File: config.mk
export PLATFORM = sky130hd
export DESIGN_NAME = ice_pll_ctrl_flat
export DESIGN_NICKNAME = d
export VERILOG_FILES = /design/src/rtl/ice_pll_ctrl_if.sv /design/src/rtl/ice_pll_ctrl.sv /design/src/flat_wrapper.sv
export SDC_FILE = /design/constraint.sdc
export NUM_CORES = 1
export LEC_CHECK = 0
export ABC_CLOCK_PERIOD_IN_PS = 2100
export CORE_UTILIZATION = 40
export DETAILED_ROUTE_END_ITERATION = 10
export SETUP_SLACK_MARGIN = 0.4
export SYNTH_ARGS = -nofsm -noshare
export SYNTH_HDL_FRONTEND = slang
export SYNTH_SLANG_ARGS = --single-unit
File: constraint.sdc
create_clock -name REFERENCECLK -period 2.1 [get_ports REFERENCECLK]
set_input_delay 0.42 -clock REFERENCECLK [delete_from_list [all_inputs] [get_ports REFERENCECLK]]
set_output_delay 0.42 -clock REFERENCECLK [all_outputs]
set_load 0.05 [all_outputs]
File: src/rtl/ice_pll_ctrl_if.sv
// Signal bundle between the PLL supervision controller and the PLL / downstream core.
// master is the controller side; slave is the PLL and clock-consumer side.
interface ice_pll_ctrl_if;
  logic       PLL_LOCK;
  logic       PLL_RESETB;
  logic       CORE_RESET;
  logic       LOCKED;
  logic       FAULT;
  logic [3:0] RETRY_COUNT;
  logic [7:0] LOSS_COUNT;

  modport master (
    input  PLL_LOCK,
    output PLL_RESETB, CORE_RESET, LOCKED, FAULT, RETRY_COUNT, LOSS_COUNT
  );

  modport slave (
    output PLL_LOCK,
    input  PLL_RESETB, CORE_RESET, LOCKED, FAULT, RETRY_COUNT, LOSS_COUNT
  );
endinterface

File: src/rtl/ice_pll_ctrl.sv
// PLL bring-up/supervision FSM: holds PLL reset, qualifies lock, releases the core reset,
// retries on lock timeout, restarts on lock loss and latches a fault after repeated failures.
module ice_pll_ctrl #(
  parameter int unsigned RESET_CYCLES  = 16,
  parameter int unsigned LOCK_TIMEOUT  = 4096,
  parameter int unsigned STABLE_CYCLES = 256,
  parameter int unsigned MAX_RETRIES   = 3
) (
  input  logic          REFERENCECLK,
  input  logic          RESET,
  ice_pll_ctrl_if.master bus
);

  typedef enum logic [2:0] {
    S_HOLD,
    S_WAIT_LOCK,
    S_STABLE,
    S_RUN,
    S_FAULT
  } state_t;

  localparam logic [3:0] MAX_R = 4'(MAX_RETRIES);

  state_t      state, state_n;
  logic        sync_p0, lock_s;
  logic [31:0] hold_cnt, hold_n;
  logic [31:0] elapsed, elap_n;
  logic [31:0] stable_cnt, stab_n;
  logic [3:0]  retry, retry_n;
  logic [7:0]  loss, loss_n;
  logic        pll_resetb, core_reset, locked, fault;
  logic        run_go, timeout;

  // Qualification completes on the last required lock cycle; that beats a coincident timeout.
  always_comb begin
    run_go  = (state == S_STABLE) && lock_s && (stable_cnt == STABLE_CYCLES - 1);
    timeout = ((state == S_WAIT_LOCK) || (state == S_STABLE)) &&
              (elapsed == LOCK_TIMEOUT - 1) && !run_go;
  end

  always_comb begin
    state_n = state;
    hold_n  = hold_cnt;
    elap_n  = elapsed;
    stab_n  = stable_cnt;
    retry_n = retry;
    loss_n  = loss;
    case (state)
      S_HOLD: begin
        if (hold_cnt == RESET_CYCLES - 1) begin
          state_n = S_WAIT_LOCK;
          elap_n  = '0;
        end else begin
          hold_n = hold_cnt + 32'd1;
        end
      end
      S_WAIT_LOCK, S_STABLE: begin
        elap_n = elapsed + 32'd1;
        if (run_go) begin
          state_n = S_RUN;
          retry_n = '0;
        end else if (timeout) begin
          retry_n = retry + 4'd1;
          if (retry + 4'd1 == MAX_R) begin
            state_n = S_FAULT;
          end else begin
            state_n = S_HOLD;
            hold_n  = '0;
          end
        end else if (state == S_WAIT_LOCK) begin
          if (lock_s) begin
            state_n = S_STABLE;
            stab_n  = '0;
          end
        end else if (lock_s) begin
          stab_n = stable_cnt + 32'd1;
        end else begin
          // Elapsed time keeps running so a flapping lock still times out.
          state_n = S_WAIT_LOCK;
        end
      end
      S_RUN: begin
        if (!lock_s) begin
          state_n = S_HOLD;
          hold_n  = '0;
          if (loss != 8'hFF) loss_n = loss + 8'd1;
        end
      end
      S_FAULT: state_n = S_FAULT;
      default: begin
        state_n = S_HOLD;
        hold_n  = '0;
      end
    endcase
  end

  // Outputs are registered from the next state so they switch together with the state.
  always_ff @(posedge REFERENCECLK) begin
    if (RESET) begin
      state      <= S_HOLD;
      sync_p0    <= 1'b0;
      lock_s     <= 1'b0;
      hold_cnt   <= '0;
      elapsed    <= '0;
      stable_cnt <= '0;
      retry      <= '0;
      loss       <= '0;
      pll_resetb <= 1'b0;
      core_reset <= 1'b1;
      locked     <= 1'b0;
      fault      <= 1'b0;
    end else begin
      state      <= state_n;
      sync_p0    <= bus.PLL_LOCK;
      lock_s     <= sync_p0;
      hold_cnt   <= hold_n;
      elapsed    <= elap_n;
      stable_cnt <= stab_n;
      retry      <= retry_n;
      loss       <= loss_n;
      pll_resetb <= (state_n == S_WAIT_LOCK) || (state_n == S_STABLE) || (state_n == S_RUN);
      core_reset <= (state_n != S_RUN);
      locked     <= (state_n == S_RUN);
      fault      <= (state_n == S_FAULT);
    end
  end

  assign bus.PLL_RESETB  = pll_resetb;
  assign bus.CORE_RESET  = core_reset;
  assign bus.LOCKED      = locked;
  assign bus.FAULT       = fault;
  assign bus.RETRY_COUNT = retry;
  assign bus.LOSS_COUNT  = loss;

endmodule

File: src/flat_wrapper.sv
// flat-port wrapper written by rule: the top's interface ports become plain ports
module ice_pll_ctrl_flat 
#(
  parameter int unsigned RESET_CYCLES  = 16,
  parameter int unsigned LOCK_TIMEOUT  = 4096,
  parameter int unsigned STABLE_CYCLES = 256,
  parameter int unsigned MAX_RETRIES   = 3
)
  (REFERENCECLK, RESET, bus_PLL_LOCK, bus_PLL_RESETB, bus_CORE_RESET, bus_LOCKED, bus_FAULT, bus_RETRY_COUNT, bus_LOSS_COUNT);
  ice_pll_ctrl_if bus_i ();
  input  logic REFERENCECLK;
  input  logic RESET;
  input wire logic [$bits(bus_i.PLL_LOCK)-1:0] bus_PLL_LOCK;
  output wire logic [$bits(bus_i.PLL_RESETB)-1:0] bus_PLL_RESETB;
  output wire logic [$bits(bus_i.CORE_RESET)-1:0] bus_CORE_RESET;
  output wire logic [$bits(bus_i.LOCKED)-1:0] bus_LOCKED;
  output wire logic [$bits(bus_i.FAULT)-1:0] bus_FAULT;
  output wire logic [$bits(bus_i.RETRY_COUNT)-1:0] bus_RETRY_COUNT;
  output wire logic [$bits(bus_i.LOSS_COUNT)-1:0] bus_LOSS_COUNT;
  assign bus_i.PLL_LOCK = bus_PLL_LOCK;
  assign bus_PLL_RESETB = bus_i.PLL_RESETB;
  assign bus_CORE_RESET = bus_i.CORE_RESET;
  assign bus_LOCKED = bus_i.LOCKED;
  assign bus_FAULT = bus_i.FAULT;
  assign bus_RETRY_COUNT = bus_i.RETRY_COUNT;
  assign bus_LOSS_COUNT = bus_i.LOSS_COUNT;
  ice_pll_ctrl #(.RESET_CYCLES(RESET_CYCLES), .LOCK_TIMEOUT(LOCK_TIMEOUT), .STABLE_CYCLES(STABLE_CYCLES), .MAX_RETRIES(MAX_RETRIES)) u_core (.REFERENCECLK(REFERENCECLK), .RESET(RESET), .bus(bus_i));
endmodule
==> flow_summary.ini, run 1 <==
[synthesis]
syn_inst = 716
syn_area_um2 = 5970
yosysSeqAreaShare_pct = 39.2
synth.distinct_cells = 51
synth_edf_count = 0
avgSynthCellArea_um2 = 8.34
synth_largest_area_cell = dfxtp_1
synthFlopType = dfxtp_1
async_reset_ff_share_pct = 0
synthTopCellsByArea = dfxtp_1 (39%), or4_1 (5.7%), o31ai_1 (5.4%)
syn-num-nets = 725
yosys_warnings = 0
synth_top_area_share_pct = 39.2
ys_ff_latch = 117

[placement]
io_buffers = 18
dpl.hpwl_um = 11500
place_area_um2 = 7590
gp_congestion = 0.857

[layout]
final_nets = 937
diodes = 0
fillerInstances = 1011
area_growth_pct = 68.5
postLayoutCoreUtil_pct = 69.2
finalInstanceArea_um2 = 10100
drive_above_1_share_pct = 49.0

[clock_tree]
cts_tree = yes
clk_pin_slew_ps = 60
clk-insertion-delay-late_ps = 420
cts_buffers = 17
hold_buffers = 0
cts_root_buf = clkbuf_16
clk_path_buf_depth = 2
h-tree-depth = 4
clock-sinks = 117

[worst_hold_path]
min_path_type = reg -> reg
whs_endpoint = u_core.lock_s
hold_start = u_core.sync_p0
hold_path_depth = 1

[setup_path]
worstSetupPathType = reg -> reg
cp.arrival_ps = 2710
cp.required_ps = 2460
critPathLaunchType = register
cp_max_fo = 6
rr_endpoint = u_core.hold_cnt[6]
ff2ff_setup_slack_ps = -250
end_kind = register
r2r-start = u_core.elapsed[12]
rr_worst_depth = 8

[global_route]
antenna_found_initial = 0
grt_max_degree = 37
overflow = 0
grt_pass1_wl_um = 31500
grt_use_total_pct = 25.1
grt_pass1_vias = 6574

[pwr]
powerDensity_nw_per_um2 = 548
p_leak_nw = 3.60
peakVddDrop_mv = 0.531

[die]
die-area_um2 = 15400
die_w_um = 124
start_util_pct = 41.1
core_area_um2 = 14500
ios = 19
rows = 44
die_h_um = 124

[timing]
hold_ws_ps = 435
rsz0062_at_grt = true
slew_headroom_pct = 66.0
setup_viol = 101
worst_slack_ps = -251
hold_viol = 0
slew_viol_final = 0
fin_crit_ps = 2350
fin_skew_ps = 9.69
max_freq_mhz = 425
finalCritPeriodShare_pct = 112
max_slew.worst_pin.slew_ps = 508

[route]
vias_per_cell = 6.05
drc = 0
via_count = 6805
drt_iter0_markers = 508
drtPass1Iterations = 5
ant_nets = 0
wl_um = 21500
avgRoutedWirePerCell_um = 19.1

[status]
violations = negative setup slack
status = complete, but fails checks

[job]
drv_cap = 0
-- worst max-delay path, stage by stage (launching register included) --
cell and delay [ps]:
dfxtp_1 310, nor4_1 390, and3_1 280, and4_4 270, a21boi_4 70, buf_8 150, bufbuf_16 270, or4_4 420
a21oi_2 130
-- Yosys cell counts (3+ instances only) --
master,count
o31ai_1,43
or4b_1,3
or2_2,3
and3_1,21
nor2b_1,3
xor2_1,26
nand2_1,42
and4_1,13
buf_6,4
and2_1,12
nor3_1,11
or4_1,45
buf_2,18
nor4_1,28
o21ai_0,13
a21oi_1,61
inv_1,9
or3_1,16
nor2_1,63
xnor2_1,20
nand4_1,45
nand3_1,37
ha_1,6
clkbuf_1,24
dfxtp_1,117
-- layer usage --
layer | global-route usage (%) | share of wire [%]
met1 | 31.2 | 42
met2 | 42.2 | 50
met3 | 4.22 | 4.9
met4 | 12.0 | 2.8
met5 | 0 | 0
-- timing repair --
item,CTS,global route
endpoints found under the setup margin,129,113
setup buffers,30,10
pin swaps,67,55
gates cloned,15,3
gates resized for setup,158,150
-- logic make-up after synthesis --
family / after synthesis / synth area share [%]
and+or+nand+nor: 354 / 33.7
xor gates and xnor gates: 46 / 6.74
buffers and inverters: 57 / 4.52
AOI/OAI and AO/OA: 134 / 14.2
adders and majority gates: 6 / 1.26
muxes: 2 / 0.335
DFF: 117 / 39.2
-- flip-flops by register name, indices dropped and copies added (netlist names) --
register,cells
u_core.hold_cnt,32
u_core.bus.FAULT,1
u_core.bus.CORE_RESET,1
u_core.bus.RETRY_COUNT,4
u_core.elapsed,32
u_core.bus.LOSS_COUNT,8
u_core.bus.PLL_RESETB,1
u_core.state,3
u_core.sync_p0,1
u_core.bus.LOCKED,1
u_core.stable_cnt,32
u_core.lock_s,1
-- how the worst max path moves through the flow --
| stage | cells after the start | to | from | slack, ps |
|---|---|---|---|---|
| 6_report | 8 | u_core.hold_cnt[6] | u_core.elapsed[12] | -250 |
| 5_1_grt | 11 | u_core.hold_cnt[31] | u_core.hold_cnt[29] | -310 |
| 4_1_cts | 8 | u_core.hold_cnt[14] | u_core.elapsed[16] | -200 |
| 3_5_place_dp | 6 | u_core.hold_cnt[9] | u_core.elapsed[22] | -450 |
| 3_3_place_gp | 6 | u_core.hold_cnt[12] | u_core.elapsed[22] | -390 |
| 2_1_floorplan | 10 | u_core.hold_cnt[1] | u_core.state[1] | 50 |
-- where the power goes --
group          total [mW]  switching (mW)  leakage, nW  internal (mW)
sequential           2.23         0.00652        0.958           2.22
combinational       0.208           0.104         2.34          0.104
clock                3.08            1.08        0.301           2.00
total                5.52            1.19         3.60           4.33
-- per-stage QoR --
step                setup WS (ps)  instances  total power, mW  TNS [ps]
global placement             -394       1035             2.36    -16430
detailed placement           -449       1035             2.37    -20150
CTS                          -203       1112             5.49     -7530
finish                       -251       1125             5.52    -15980
global route                 -307       1125             5.65    -21930
floorplan                    48.4        716             2.33         0
-- cell type report --
type / count / area [um^2] / area share, %
multi-input combinational: 543 / 4310 / 42.9
timing repair buffer: 240 / 2470 / 24.6
sequential: 117 / 2390 / 23.8
clock buffer: 18 / 439 / 4.36
tap: 184 / 230 / 2.29
clock inverter: 14 / 184 / 1.83
inverter: 9 / 33.8 / 0.336
-- layout by cell type (no fill, tap or decap), drive strengths merged, types with 21 or more instances in the layout --
cell	netlist	layout
nor2	64	64
buf	24	218
nand2	42	42
xor2	26	26
or4	45	45
dfxtp	117	117
nand4	45	45
nand3	37	37
a21oi	61	61
and3	21	21
clkbuf	24	22
o31ai	43	44
nor4	29	29
Power figures use the tool's default switching activity.
==> run 2, diff against run 1 <==
--- a/config.mk
+++ b/config.mk
@@ -9,6 +9,7 @@
 export CORE_UTILIZATION = 40
 export DETAILED_ROUTE_END_ITERATION = 10
 export SETUP_SLACK_MARGIN = 0.4
+export SLEW_MARGIN = 15
 export SYNTH_ARGS = -nofsm -noshare
 export SYNTH_HDL_FRONTEND = slang
 export SYNTH_SLANG_ARGS = --single-unit
==> results of run 2 <==
Final layout, timing and power as in run 1 (identical DEF).
